[src/rtl/station_pkg.sv]
// station_pkg -- shared types and constants for the station controller.
//   state_e  : controller states (IDLE, TRANSIT)
//   OP_STOP  : command opcode that halts the robot
//   OP_GO    : command opcode that starts a trip to cmd[5:0]
//   TMO_W    : width of the transit timeout counter
//   TMO_MAX  : saturation value of the timeout counter
package station_pkg;

    typedef enum logic [0:0] {
        IDLE    = 1'b0,
        TRANSIT = 1'b1
    } state_e;

    localparam logic [1:0] OP_STOP = 2'b00;
    localparam logic [1:0] OP_GO   = 2'b01;

    localparam int unsigned          TMO_W   = 22;
    localparam logic [TMO_W-1:0]     TMO_MAX = 22'h3FFFFF;

endpackage

[src/rtl/tmo_timer.sv]
// tmo_timer -- saturating transit timeout counter.
//   clk     : system clock
//   rst_n   : asynchronous active-low reset
//   clr     : synchronous clear (wins over en)
//   en      : count one step this cycle
//   expired : counter has reached LIMIT while enabled
module tmo_timer
    import station_pkg::*;
#(
    parameter logic [TMO_W-1:0] LIMIT = TMO_MAX
) (
    input  logic clk,
    input  logic rst_n,
    input  logic clr,
    input  logic en,
    output logic expired
);

    logic [TMO_W-1:0] cnt_q;
    logic [TMO_W-1:0] cnt_d;

    // Next count: clear, or step up and stick at the all-ones value.
    always_comb begin
        cnt_d = cnt_q;
        if (clr) begin
            cnt_d = 22'd0;
        end else if (en && (cnt_q != TMO_MAX)) begin
            cnt_d = cnt_q + 22'd1;
        end else begin
            cnt_d = cnt_q;
        end
    end

    // Counter register.
    always_ff @(posedge clk or negedge rst_n) begin
        if (!rst_n) begin
            cnt_q <= 22'd0;
        end else begin
            cnt_q <= cnt_d;
        end
    end

    // >= keeps the flag asserted even if LIMIT equals the saturation value.
    assign expired = en && (cnt_q >= LIMIT);

endmodule

[src/rtl/station_ctrl.sv]
// station_ctrl -- drives a robot between barcode-labelled stations.
// Optional feature: define STATION_BUZZ_EN to drive a square wave on buzz
// while the robot moves; otherwise buzz is tied low.
//   clk, rst_n          : clock, asynchronous active-low reset
//   cmd_rdy, cmd        : command strobe; [15:14] opcode, [5:0] destination
//   clr_cmd_rdy         : combinational command consume
//   ID_vld, ID          : barcode station ID strobe and value
//   clr_ID_vld          : combinational ID consume
//   go                  : registered, high exactly while in TRANSIT
//   arrived, tmo        : registered one-cycle pulses (destination hit / timeout)
//   buzz                : registered piezo drive
module station_ctrl
    import station_pkg::*;
#(
    parameter logic [21:0] TMO_CYC   = 22'h3FFFFF,
    parameter logic [15:0] BUZZ_HALF = 16'd25000
) (
    input  logic        clk,
    input  logic        rst_n,
    input  logic        cmd_rdy,
    input  logic [15:0] cmd,
    output logic        clr_cmd_rdy,
    input  logic        ID_vld,
    input  logic [7:0]  ID,
    output logic        clr_ID_vld,
    output logic        go,
    output logic        arrived,
    output logic        tmo,
    output logic        buzz
);

    state_e      state_q, state_d;
    logic [5:0]  dest_q, dest_d;
    logic        go_q, go_d;
    logic        arrived_q, arrived_d;
    logic        tmo_q, tmo_d;
    logic        tmr_clr_s;
    logic        tmr_en_s;
    logic        tmr_exp_s;
    logic [1:0]  op_s;
    logic        id_hit_s;
    logic        unused_s;

    assign op_s     = cmd[15:14];
    assign id_hit_s = (ID[5:0] == dest_q);

    // Consumes are pure strobes, held low during reset.
    assign clr_cmd_rdy = cmd_rdy & rst_n;
    assign clr_ID_vld  = ID_vld & rst_n;

    // Upper command/ID bits and (in the default build) BUZZ_HALF carry no meaning here.
    assign unused_s = ^{cmd[13:6], ID[7:6], BUZZ_HALF};

    // State transitions; a command always shadows a coincident ID.
    always_comb begin
        state_d   = state_q;
        dest_d    = dest_q;
        arrived_d = 1'b0;
        tmo_d     = 1'b0;
        tmr_clr_s = 1'b0;
        case (state_q)
            IDLE: begin
                // Holding the timer cleared in IDLE gives a zero count on TRANSIT entry.
                tmr_clr_s = 1'b1;
                if (cmd_rdy && (op_s == OP_GO)) begin
                    state_d = TRANSIT;
                    dest_d  = cmd[5:0];
                end else begin
                    state_d = IDLE;
                end
            end
            TRANSIT: begin
                if (cmd_rdy && (op_s == OP_GO)) begin
                    dest_d    = cmd[5:0];
                    tmr_clr_s = 1'b1;
                end else if (cmd_rdy && (op_s == OP_STOP)) begin
                    state_d = IDLE;
                end else if (ID_vld && !cmd_rdy && id_hit_s) begin
                    state_d   = IDLE;
                    arrived_d = 1'b1;
                end else if (ID_vld && !cmd_rdy) begin
                    // Passing any station proves progress: restart the timeout.
                    tmr_clr_s = 1'b1;
                end else if (tmr_exp_s) begin
                    state_d = IDLE;
                    tmo_d   = 1'b1;
                end else begin
                    state_d = TRANSIT;
                end
            end
            default: begin
                state_d = IDLE;
            end
        endcase
    end

    assign go_d     = (state_d == TRANSIT);
    assign tmr_en_s = (state_q == TRANSIT);

    // Controller registers.
    always_ff @(posedge clk or negedge rst_n) begin
        if (!rst_n) begin
            state_q   <= IDLE;
            dest_q    <= 6'd0;
            go_q      <= 1'b0;
            arrived_q <= 1'b0;
            tmo_q     <= 1'b0;
        end else begin
            state_q   <= state_d;
            dest_q    <= dest_d;
            go_q      <= go_d;
            arrived_q <= arrived_d;
            tmo_q     <= tmo_d;
        end
    end

    tmo_timer #(
        .LIMIT(TMO_CYC)
    ) u_tmo_timer (
        .clk    (clk),
        .rst_n  (rst_n),
        .clr    (tmr_clr_s),
        .en     (tmr_en_s),
        .expired(tmr_exp_s)
    );

    assign go      = go_q;
    assign arrived = arrived_q;
    assign tmo     = tmo_q;

`ifdef STATION_BUZZ_EN
    logic [15:0] bz_cnt_q, bz_cnt_d;
    logic        buzz_q, buzz_d;

    // Half-period divider runs off the registered go, so buzz drops the cycle after go falls.
    always_comb begin
        bz_cnt_d = bz_cnt_q;
        buzz_d   = buzz_q;
        if (go_q) begin
            if (bz_cnt_q == (BUZZ_HALF - 16'd1)) begin
                bz_cnt_d = 16'd0;
                buzz_d   = ~buzz_q;
            end else begin
                bz_cnt_d = bz_cnt_q + 16'd1;
                buzz_d   = buzz_q;
            end
        end else begin
            bz_cnt_d = 16'd0;
            buzz_d   = 1'b0;
        end
    end

    // Buzz registers.
    always_ff @(posedge clk or negedge rst_n) begin
        if (!rst_n) begin
            bz_cnt_q <= 16'd0;
            buzz_q   <= 1'b0;
        end else begin
            bz_cnt_q <= bz_cnt_d;
            buzz_q   <= buzz_d;
        end
    end

    assign buzz = buzz_q;
`else
    assign buzz = 1'b0;
`endif

endmodule

[config.mk]
export PLATFORM = sky130hd
export DESIGN_NAME = station_ctrl
export DESIGN_NICKNAME = d
export VERILOG_FILES = /design/src/rtl/station_pkg.sv /design/src/rtl/tmo_timer.sv /design/src/rtl/station_ctrl.sv
export SDC_FILE = /design/constraint.sdc
export NUM_CORES = 1
export LEC_CHECK = 0
export ABC_AREA = 1
export BUFFER_PORTS_ARGS = -buffer_cell sky130_fd_sc_hd__buf_2
export CELL_PAD_IN_SITES_DETAIL_PLACEMENT = 0
export CELL_PAD_IN_SITES_GLOBAL_PLACEMENT = 1
export CORE_MARGIN = 8
export CORE_UTILIZATION = 36
export CTS_CLUSTER_DIAMETER = 120
export DETAILED_ROUTE_END_ITERATION = 8
export HOLD_SLACK_MARGIN = 0.02
export PLACE_DENSITY_LB_ADDON = 0.1
export SLEW_MARGIN = 30
export SYNTH_ARGS = -nofsm -noshare
export SYNTH_HDL_FRONTEND = slang
export SYNTH_SLANG_ARGS = --single-unit
[constraint.sdc]
create_clock -name clk -period 1.6 [get_ports clk]
set_input_delay 0 -clock clk [delete_from_list [all_inputs] [get_ports clk]]
set_output_delay 0 -clock clk [all_outputs]
set_load 0.02 [all_outputs]
==> metrics <==
vias in the first global route 1710; FMAX 656 MHz; residual DRC count 0; final hold vios 0; initial core utilization 36.5%; Via Count 1689; Pins Over Slew Limit 0; Root Driver clkbuf_8; Ant. Diodes 0; CTS tree yes; worst r2r src u_tmo_timer.cnt_q[0]; I/O pin total 34; complex-gate fraction of the synthesized area 9.64%; 1st-iter DRT viols 72; Inst Count DP 358; die width 89.8 um; startpoint types register; M1 GR Usage 13.9%; Worst R2R Setup Slack 0.07 ns; Synth Area in Adders 0.639%; Synth Flop Type dfrtp_1; FFs w/ async S/R, synth 100%; port bufs 22; TritonCTS buffer count 5; Hold Crit Class in -> reg; Setup Skew 0.00740 ns; via/cell ratio 4.47; Mapped Cells 258; final period utilization 95.3%; Pwr Density 916 mW/mm^2; share of cells above drive strength 1 25.2%; CTS clk-pin slew, worst paths 0.07 ns; initial antenna violation count 0; VDD IR max 0.000392 V; Max FO, Critical Path 8; CP most frequent cell nand2_4; XOR/XNOR Fraction of Synth Area 4.92%; GR Util All Layers 12.3%; clock latency on the worst-skew pair 0.28 ns; Placer Congestion 0.791; min Tclk post-route 1.53 ns; Fillers 544; Setup crit start u_tmo_timer.cnt_q[0]; crit path cell chain ha_4, nand2_4, nor2_4, nand2_4, nor2_8, nand3_4, nand3_2, nand2_1, nor2_1; setup violators final 0; largest family of logic cells by synthesized area simple AND/OR/NAND/NOR gates; Sink Count 31; GR Layer Usage met2 20.4%; CP Capture Type register; setup TNS 0 ns; mux cell area share after synthesis 1.15%; Max H-tree Level 2; Finished Layout Cells 378; Synth warnings 0; post-DP HPWL 3480 um; core region area 0.00537 mm^2; Syn-to-layout area delta 27.1%; synthesized area per cell 7.59 um^2; synth unique cells 29; GRT busiest layer met2; register area share after synthesis 39.6%; largest net degree at the start of global routing 22; Static Leakage 1.19 nW; First-pass DRT Iterations 4; EDFF count, synth 0; Chip Height 89.8 um; critical path required time 1.81 ns; Simple-Gate Fraction of Synth Area 36.4%; first-pass GRT wire length 7940 um; RSZ-0062 raised after global routing yes; Max-Cap Viols 0; CP max-delay cell dfrtp_1; Final nets 334; die area 0.00806 mm^2; min-delay src cmd_rdy; routed wire length 4710 um; WL per Instance 12.5 um; Data arrival, critical path 1.74 ns; slowest stage delay, CP 0.41 ns; Overflow after GRT 0; M3 GR Usage 4.41%; syn nets 287; deepest clock path buffer count 2; row cnt 27; synthesized area 0.00196 mm^2; Setup Crit Path Kind reg -> reg; remaining antenna violation count 0; status finished clean; synthesized flop and latch total 31
## report_power, final
| part | internal [mW] | switching (mW) |
|---|---|---|
| registers | 0.887 | 0.107 |
| logic | 0.216 | 0.268 |
| clock network | 0.504 | 0.297 |
## sequential cells by signal, indices dropped and copies added (netlist names)
| signal | cells |
|---|---|
| arrived | 1 |
| dest_q | 6 |
| go | 1 |
| tmo | 1 |
| u_tmo_timer.cnt_q | 22 |
## kinds of logic after synthesis
kind of cell,after synthesis
compound gates,27
xor+xnor,11
fa+ha+maj,1
buf+inv,34
flops,31
mux,2
other cells,1
simple gates,151
## routing by layer
layer	share of wire, %	vias to the layer above
met3	3.5	9
met1	47	744
met5	0	-
li1	-	906
met4	2.3	0
met2	47	30
## layout by cell type (no fill, tap or decap), types with 2 or more instances in the layout
cell type / count
o21bai_1: 2
nor2_4: 3
buf_4: 13
nand3_2: 3
xnor2_1: 6
nor2_2: 2
mux2_2: 2
inv_2: 2
a21oi_2: 10
xor2_1: 5
nand4_1: 8
nor2_1: 43
buf_12: 2
a21oi_1: 14
dfrtp_1: 31
clkbuf_8: 6
buf_2: 22
inv_1: 27
nand2_1: 69
nand2_4: 3
nand3_1: 13
dlygate4sd3_1: 8
nor2_8: 2
## area by class of cell
type / instances / area, um^2 / share of cell area (%)
timing repair buffer: 45 / 328 / 13.2
multi-input combinational: 193 / 1070 / 43.0
tap: 72 / 90.1 / 3.62
sequential: 31 / 776 / 31.2
clock inverter: 2 / 35.0 / 1.41
inverter: 29 / 109 / 4.37
clock buffer: 6 / 82.6 / 3.32
## cells in the mapped netlist (2+ instances only)
cell      instances  area [um^2]
a21oi_1          14         70.1
a21oi_2          10         87.6
buf_2             3         15.0
dfrtp_1          31          776
inv_1            28          105
mux2_2            2         22.5
nand2_1          69          259
nand2_4           2         22.5
nand3_1          16         80.1
nand4_1           8         50.1
nor2_1           43          161
nor2_2            2         12.5
nor2_4            3         33.8
nor2_8            2         40.0
o21bai_1          2         15.0
xnor2_1           6         52.6
xor2_1            5         43.8
## through the flow
step / utilization [%] / setup WS, ns / hold WS (ns) / power, mW / instance area [um^2]
CTS: 45.2 / 0.0323 / 0.0504 / 2.31 / 2430
detailed placement: 41.5 / 0.0614 / -0.0338 / 1.47 / 2230
floorplan: - / 0.0904 / -0.296 / 1.30 / 1960
global placement: 41.5 / 0.109 / -0.0280 / 1.47 / 2230
global route: 46.4 / -0.0457 / 0.0703 / 2.44 / 2490
finish: 46.4 / 0.0747 / 0.0601 / 2.28 / 2490
## final timing paths
check,cells after the start,to
worst max-delay path,9,u_tmo_timer.cnt_q[18]
worst min-delay path,4,go
worst max register to register,9,u_tmo_timer.cnt_q[18]
worst min register to register,1,dest_q[5]
max in group asynchronous,3,u_tmo_timer.cnt_q[5]
min in group asynchronous,2,go
## worst max-delay path, delay by kind of cell, from the launching register on
| kind | cells | cell delay, ns |
|---|---|---|
| and+or+nand+nor | 8 | 0.87 |
| DFF | 1 | 0.41 |
| adders and majority gates | 1 | 0.17 |
## what timing repair did
| item | in CTS | in global routing |
|---|---|---|
| resized for setup | 0 | 7 |
| hold buffers | 8 | 0 |
| hold endpoints to repair | 22 | 0 |
| buffers inserted | 0 | 4 |
| setup endpoints to repair | 0 | 7 |
Note: power is estimated with default switching activity, not from simulation.
